`src/rtl/param_matrix_colorspace_converter.sv`:
```
// 3-channel colorspace converter: programmable 3x3 signed fixed-point matrix plus offsets,
// 3-stage pipeline into an output FIFO with credit-based input backpressure.
module param_matrix_colorspace_converter #(
    parameter int CHANNEL_WIDTH = 8,
    parameter int COEFF_WIDTH   = 12,
    parameter int FRAC_BITS     = 8,
    parameter int FIFO_DEPTH    = 8
) (
    input  logic                            clock,
    input  logic                            reset,
    input  logic                            enable,
    input  logic [1:0]                      mode,
    input  logic                            in_valid,
    output logic                            in_ready,
    input  logic [3*CHANNEL_WIDTH-1:0]      in_pixel,
    output logic                            out_valid,
    input  logic                            out_ready,
    output logic [3*CHANNEL_WIDTH-1:0]      out_pixel,
    input  logic                            coeff_we,
    input  logic [3:0]                      coeff_addr,
    input  logic signed [COEFF_WIDTH-1:0]   coeff_data,
    input  logic                            coeff_commit,
    output logic [$clog2(FIFO_DEPTH):0]     fifo_count
);

    localparam int PIX_W  = 3 * CHANNEL_WIDTH;
    localparam int PROD_W = COEFF_WIDTH + CHANNEL_WIDTH + 1;
    localparam int ACC_W  = COEFF_WIDTH + CHANNEL_WIDTH + 3;
    localparam int PTR_W  = $clog2(FIFO_DEPTH);
    localparam int CNT_W  = PTR_W + 1;
    localparam int NUM_COEFFS = 12;

    typedef logic signed [COEFF_WIDTH-1:0] coeff_t;
    typedef logic signed [ACC_W-1:0]       acc_t;

    typedef enum logic [1:0] {
        MODE_BYPASS = 2'd0,
        MODE_MATRIX = 2'd1,
        MODE_GRAY   = 2'd2,
        MODE_RSVD   = 2'd3
    } mode_t;

    localparam coeff_t ONE_Q   = coeff_t'(1 << FRAC_BITS);
    localparam acc_t   ROUND   = acc_t'(1 << (FRAC_BITS - 1));
    localparam acc_t   ACC_MAX = acc_t'((1 << CHANNEL_WIDTH) - 1);

    function automatic coeff_t identity_coeff(input int unsigned idx);
        return (idx == 0 || idx == 4 || idx == 8) ? ONE_Q : '0;
    endfunction

    function automatic logic [CHANNEL_WIDTH-1:0] clamp_channel(input acc_t acc);
        acc_t q;
        q = acc >>> FRAC_BITS;
        if (q[ACC_W-1]) begin
            return '0;
        end else if (q > ACC_MAX) begin
            return '1;
        end
        return q[CHANNEL_WIDTH-1:0];
    endfunction

    // ------------------------------------------------------------------
    // Coefficient banks
    // ------------------------------------------------------------------
    coeff_t shadow [NUM_COEFFS];
    coeff_t active [NUM_COEFFS];

    // Commit reads the shadow value from before any same-cycle write.
    always_ff @(posedge clock or posedge reset) begin
        if (reset) begin
            for (int unsigned i = 0; i < NUM_COEFFS; i++) begin
                shadow[i] <= identity_coeff(i);
                active[i] <= identity_coeff(i);
            end
        end else begin
            if (coeff_we && coeff_addr < 4'd12) begin
                shadow[coeff_addr] <= coeff_data;
            end
            if (coeff_commit) begin
                for (int unsigned i = 0; i < NUM_COEFFS; i++) begin
                    active[i] <= shadow[i];
                end
            end
        end
    end

    // ------------------------------------------------------------------
    // Credit and handshake
    // ------------------------------------------------------------------
    logic           s1_valid, s2_valid, s3_valid;
    logic [CNT_W:0] occupancy;
    logic           accept;
    logic           push, pop;

    assign occupancy = {1'b0, fifo_count} + (CNT_W + 1)'(s1_valid)
                     + (CNT_W + 1)'(s2_valid) + (CNT_W + 1)'(s3_valid);
    assign in_ready  = !reset && enable && (occupancy < (CNT_W + 1)'(FIFO_DEPTH));
    assign accept    = in_valid && in_ready;

    // ------------------------------------------------------------------
    // Stage 1: products against the active bank
    // ------------------------------------------------------------------
    logic signed [PROD_W-1:0] prod_next [9];
    logic signed [PROD_W-1:0] s1_prod   [9];
    coeff_t                   s1_off    [3];
    mode_t                    s1_mode;
    logic [PIX_W-1:0]         s1_pixel;

    always_comb begin
        for (int unsigned r = 0; r < 3; r++) begin
            for (int unsigned c = 0; c < 3; c++) begin
                prod_next[3*r+c] = PROD_W'(active[3*r+c])
                                 * PROD_W'($signed({1'b0, in_pixel[c*CHANNEL_WIDTH +: CHANNEL_WIDTH]}));
            end
        end
    end

    // Offsets travel with the pixel so a later commit cannot split one pixel across banks.
    always_ff @(posedge clock or posedge reset) begin
        if (reset) begin
            s1_valid <= 1'b0;
            s1_mode  <= MODE_BYPASS;
            s1_pixel <= '0;
            for (int unsigned i = 0; i < 9; i++) s1_prod[i] <= '0;
            for (int unsigned r = 0; r < 3; r++) s1_off[r] <= '0;
        end else begin
            s1_valid <= accept;
            if (accept) begin
                s1_mode  <= mode_t'(mode);
                s1_pixel <= in_pixel;
                for (int unsigned i = 0; i < 9; i++) s1_prod[i] <= prod_next[i];
                for (int unsigned r = 0; r < 3; r++) s1_off[r] <= active[9+r];
            end
        end
    end

    // ------------------------------------------------------------------
    // Stage 2: row sums with offset and rounding
    // ------------------------------------------------------------------
    acc_t             sum_next [3];
    acc_t             s2_sum   [3];
    mode_t            s2_mode;
    logic [PIX_W-1:0] s2_pixel;

    always_comb begin
        for (int unsigned r = 0; r < 3; r++) begin
            sum_next[r] = ACC_W'(s1_prod[3*r]) + ACC_W'(s1_prod[3*r+1]) + ACC_W'(s1_prod[3*r+2])
                        + (ACC_W'(s1_off[r]) <<< FRAC_BITS) + ROUND;
        end
    end

    always_ff @(posedge clock or posedge reset) begin
        if (reset) begin
            s2_valid <= 1'b0;
            s2_mode  <= MODE_BYPASS;
            s2_pixel <= '0;
            for (int unsigned r = 0; r < 3; r++) s2_sum[r] <= '0;
        end else begin
            s2_valid <= s1_valid;
            if (s1_valid) begin
                s2_mode  <= s1_mode;
                s2_pixel <= s1_pixel;
                for (int unsigned r = 0; r < 3; r++) s2_sum[r] <= sum_next[r];
            end
        end
    end

    // ------------------------------------------------------------------
    // Stage 3: shift, clamp, mode select
    // ------------------------------------------------------------------
    logic [CHANNEL_WIDTH-1:0] chan [3];
    logic [PIX_W-1:0]         result_next;
    logic [PIX_W-1:0]         s3_pixel;

    always_comb begin
        for (int unsigned r = 0; r < 3; r++) begin
            chan[r] = clamp_channel(s2_sum[r]);
        end
        result_next = s2_pixel;
        case (s2_mode)
            MODE_MATRIX: result_next = {chan[2], chan[1], chan[0]};
            MODE_GRAY:   result_next = {chan[0], chan[0], chan[0]};
            default:     result_next = s2_pixel;
        endcase
    end

    always_ff @(posedge clock or posedge reset) begin
        if (reset) begin
            s3_valid <= 1'b0;
            s3_pixel <= '0;
        end else begin
            s3_valid <= s2_valid;
            if (s2_valid) begin
                s3_pixel <= result_next;
            end
        end
    end

    // ------------------------------------------------------------------
    // Output FIFO
    // ------------------------------------------------------------------
    logic [PIX_W-1:0] mem [FIFO_DEPTH];
    logic [PTR_W-1:0] wr_ptr, rd_ptr;

    assign push      = s3_valid;
    assign out_valid = (fifo_count != '0);
    assign pop       = out_valid && out_ready;
    assign out_pixel = mem[rd_ptr];

    always_ff @(posedge clock or posedge reset) begin
        if (reset) begin
            wr_ptr     <= '0;
            rd_ptr     <= '0;
            fifo_count <= '0;
            for (int unsigned i = 0; i < FIFO_DEPTH; i++) mem[i] <= '0;
        end else begin
            if (push) begin
                mem[wr_ptr] <= s3_pixel;
                wr_ptr      <= wr_ptr + PTR_W'(1);
            end
            if (pop) begin
                rd_ptr <= rd_ptr + PTR_W'(1);
            end
            case ({push, pop})
                2'b10:   fifo_count <= fifo_count + CNT_W'(1);
                2'b01:   fifo_count <= fifo_count - CNT_W'(1);
                default: fifo_count <= fifo_count;
            endcase
        end
    end

endmodule
```
`config.mk`:
```
export PLATFORM = sky130hd
export DESIGN_NAME = param_matrix_colorspace_converter
export DESIGN_NICKNAME = d
export VERILOG_FILES = /design/src/rtl/param_matrix_colorspace_converter.sv
export SDC_FILE = /design/constraint.sdc
export NUM_CORES = 2
export LEC_CHECK = 0
export CORE_AREA = 2 2 402 443
export CTS_CLUSTER_DIAMETER = 40
export DETAILED_ROUTE_END_ITERATION = 12
export DIE_AREA = 0 0 404 445
export GPL_TIMING_DRIVEN = 1
export PLACE_DENSITY = 0.55
export SLEW_MARGIN = 15
export SYNTH_ARGS = -nofsm -noshare
export SYNTH_HDL_FRONTEND = slang
export SYNTH_SLANG_ARGS = --single-unit
```
`constraint.sdc`:
```
create_clock -name clock -period 37.1 [get_ports clock]
set_input_delay 3.71 -clock clock [delete_from_list [all_inputs] [get_ports clock]]
set_output_delay 3.71 -clock clock [all_outputs]
set_load 0.005 [all_outputs]
```
==> impl_metrics.json <==
{
  "chipWidth_um": 404,
  "finalCriticalPeriod_ps": 8980,
  "first_pass_iters": 5,
  "drc": 0,
  "synthSimpleGateAreaFrac": 0.117,
  "initial_core_util": 0.399,
  "core-area_um2": 175000,
  "worst-r2r-setup-slack_ps": 31630,
  "setup-violations-final": 0,
  "cts_made_buffers": 151,
  "via_per_inst": 5.05,
  "cp-end-kind": "output port",
  "cp-endpoint": "in_ready",
  "drive_above_1_share": 0.149,
  "layout.nets": 8063,
  "crit_path_max_fanout": 2,
  "hold_viol": 0,
  "outcome": "completed",
  "insertion_delay_ps": 800,
  "clock_sinks": 839,
  "critPathKind": "in -> out",
  "synth_warnings": 0,
  "die_area_um2": 180000,
  "io-pin-count": 79,
  "cap_violations": 0,
  "slew_headroom": 0.243,
  "synth_ff_type": "dfrtp_1",
  "reg2reg_depth": 17,
  "gp_congestion": 0.829,
  "grt_pass1_vias": 49500,
  "synthToLayoutAreaGrowth_pct": 12.2,
  "wire_per_inst_um": 19.4,
  "synthDistinctLibCells": 81,
  "drtAntennaViolNets": 0,
  "synthAdderAreaFrac": 0.315,
  "cp-startpoint": "reset",
  "synth_top_family_by_area": "adder cells",
  "die_h_um": 445,
  "cts-root-buf": "clkbuf_16",
  "postRouteWirelength_mm": 178,
  "grtUsageTotal": 0.205,
  "clkTransAtPathRegs_ps": 50,
  "synth_seq_cells": 839,
  "muxShareOfSynthArea": 0.109,
  "gr-total-overflow": 0,
  "grt_pass1_wl_mm": 285,
  "start_kind": "primary input",
  "hpwl_mm": 129,
  "cp.required_ps": 33390,
  "fin_cells": 9163,
  "min_path_type": "reg -> reg",
  "rows": 161,
  "yosys.area.top_type": "dfrtp_1",
  "timing.rr.end": "s1_prod[60]$_DFFE_PP0P_",
  "synth-compound-area-share": 0.0522,
  "cts_max_path_buffers": 3,
  "grtUsageMet2": 0.351,
  "antenna_found_initial": 18,
  "syn-cell-area_um2": 69700,
  "port_buffers": 78,
  "timing.hold.ws_ps": 451,
  "busiest_layer": "met2",
  "synth_xor_area_frac": 0.0245,
  "dr_total_vias": 46200,
  "crit_arrival_ps": 5270,
  "worstReg2RegStart": "active[67]$_DFFE_PP0P_",
  "fillCellCount": 16600,
  "slew_violations": 0,
  "rsz0062_at_grt": "false",
  "grt_use_met1": 0.270,
  "cts_tree": "yes",
  "place_inst": 8873,
  "synth_nets": 8078,
  "gr-usage-met3": 0.0284,
  "async_reset_ff_frac": 1.00,
  "worst_slew_pin_slew_ps": 1130,
  "first_iter_violations": 2449,
  "synthTopCellsByArea": "dfrtp_1 (30%), fa_1 (23%), mux2_2 (9.1%)",
  "grt_max_degree": 154,
  "synth-seq-area-share": 0.301,
  "fin_crit_sh": 0.242,
  "cts_hold_buf": 0,
  "synth-edff-count": 0,
  "max_freq_ghz": 0.111,
  "htreeDepth": 4,
  "fin_setup_tns_ps": 0,
  "finalClockSkew_ps": 50.0,
  "post_cts_buffers": 0,
  "netlist_instances": 6759,
  "yosysTopAreaCellShare": 0.299,
  "post_cts_resized": 0,
  "avgSynthCellArea_um2": 10.3
}
-- cell usage after synthesis, drive strengths merged, types with 18 or more instances --
| cell type | count |
|---|---|
| inv | 1219 |
| nand2 | 1002 |
| dfrtp | 833 |
| fa | 806 |
| mux2 | 567 |
| ha | 464 |
| and2 | 400 |
| clkbuf | 264 |
| o21ai | 175 |
| a21oi | 143 |
| xnor2 | 131 |
| nor2 | 92 |
| xor2 | 64 |
| nand3 | 61 |
| nor3 | 54 |
| a21o | 48 |
| mux4 | 48 |
| buf | 41 |
| a211oi | 26 |
| o21bai | 22 |
| and3 | 20 |
| or3 | 19 |
| o31ai | 18 |
-- metrics by stage --
stage / util / instance area (um^2) / setup slack (ps)
6_report: 0.448 / 78300 / 28120
5_1_grt: 0.447 / 78200 / 28060
4_1_cts: 0.447 / 78200 / 28100
3_5_place_dp: 0.416 / 72700 / 27680
3_3_place_gp: 0.416 / 72700 / 27690
2_1_floorplan: - / 69700 / 9830
-- state kept, by name, summed over array words and instances, names as in the netlist, 2 cells and up --
signal      cells
mem           192
shadow        144
s1_prod       189
s2_sum         45
s2_mode         2
s1_mode         2
s1_off         36
s3_pixel       24
wr_ptr          3
active        144
fifo_count      4
s2_pixel       24
rd_ptr          3
s1_pixel       24
-- layer usage --
metal	vias to the layer above	part of all wire	routed length, um
met1	24000	0.44	77900
met5	-	0.00015	27
met3	217	0.043	7610
met2	703	0.49	87600
li1	21300	-	-
met4	4	0.029	5100
-- critical path: stages --
cell and delay [ps]:
clkdlybuf4s50_1 520, nor2_1 130, nand2_1 60, a21oi_1 270, clkdlybuf4s50_1 580
-- placed cells by master (no fill, tap or decap), types with 17 or more instances in the layout --
master           Yosys  layout
inv_1             1219    1218
nand2_1           1002    1001
dfrtp_1            833     829
fa_1               806     806
mux2_2             566     566
ha_1               464     464
and2_1             400     400
o21ai_0            169     169
clkbuf_16            0     152
a21oi_1            142     142
xnor2_1            131     131
nor2_1              92      88
xor2_1              64      64
nand3_1             61      61
clkdlybuf4s50_1      0      61
buf_4                0      57
nor3_1              53      51
a21o_1              48      48
mux4_2              48      48
a211oi_1            24      24
bufinv_16            0      24
o21bai_1            22      22
clkinv_2             0      20
o31ai_1             18      18
and3_1              18      18
or3_1               17      17
inv_6                0      17
-- final cells by class --
| class | count | area (um^2) | area share |
|---|---|---|---|
| repair buffers | 137 | 1170 | 0.0149 |
| inverters | 1220 | 4590 | 0.0587 |
| flip-flops and latches | 839 | 21000 | 0.268 |
| well taps | 2282 | 2860 | 0.0365 |
| multi-input cells | 4395 | 43000 | 0.550 |
| clock inverters | 102 | 1500 | 0.0192 |
| diodes | 9 | 22.5 | 0.000288 |
| clock buffers | 179 | 4060 | 0.0518 |
-- kinds of logic after synthesis --
family | after synthesis
adders and majority gates | 1270
xor gates and xnor gates | 195
muxes | 627
buffers and inverters | 1525
and+or+nand+nor | 1743
DFF | 839
AOI/OAI and AO/OA | 560
-- worst min-delay path by stage --
| stage | cells past startpoint | end | start |
|---|---|---|---|
| global placement | 2 | s1_off[14]$_DFFE_PP0P_ | active[14]$_DFFE_PP0P_ |
| detailed placement | 2 | s1_off[12]$_DFFE_PP0P_ | active[12]$_DFFE_PP0P_ |
| global route | 2 | s1_off[11]$_DFFE_PP0P_ | active[11]$_DFFE_PP0P_ |
| CTS | 2 | s1_off[4]$_DFFE_PP0P_ | active[4]$_DFFE_PP0P_ |
| floorplan | 0 | push$_DFF_PP0_ | s2_valid$_DFF_PP0_ |
| finish | 2 | s1_off[4]$_DFFE_PP0P_ | active[4]$_DFFE_PP0P_ |
Power is left out: the tool's default activity adds up to more than one toggle a clock period on the data nets, which glitch-free logic cannot reach.
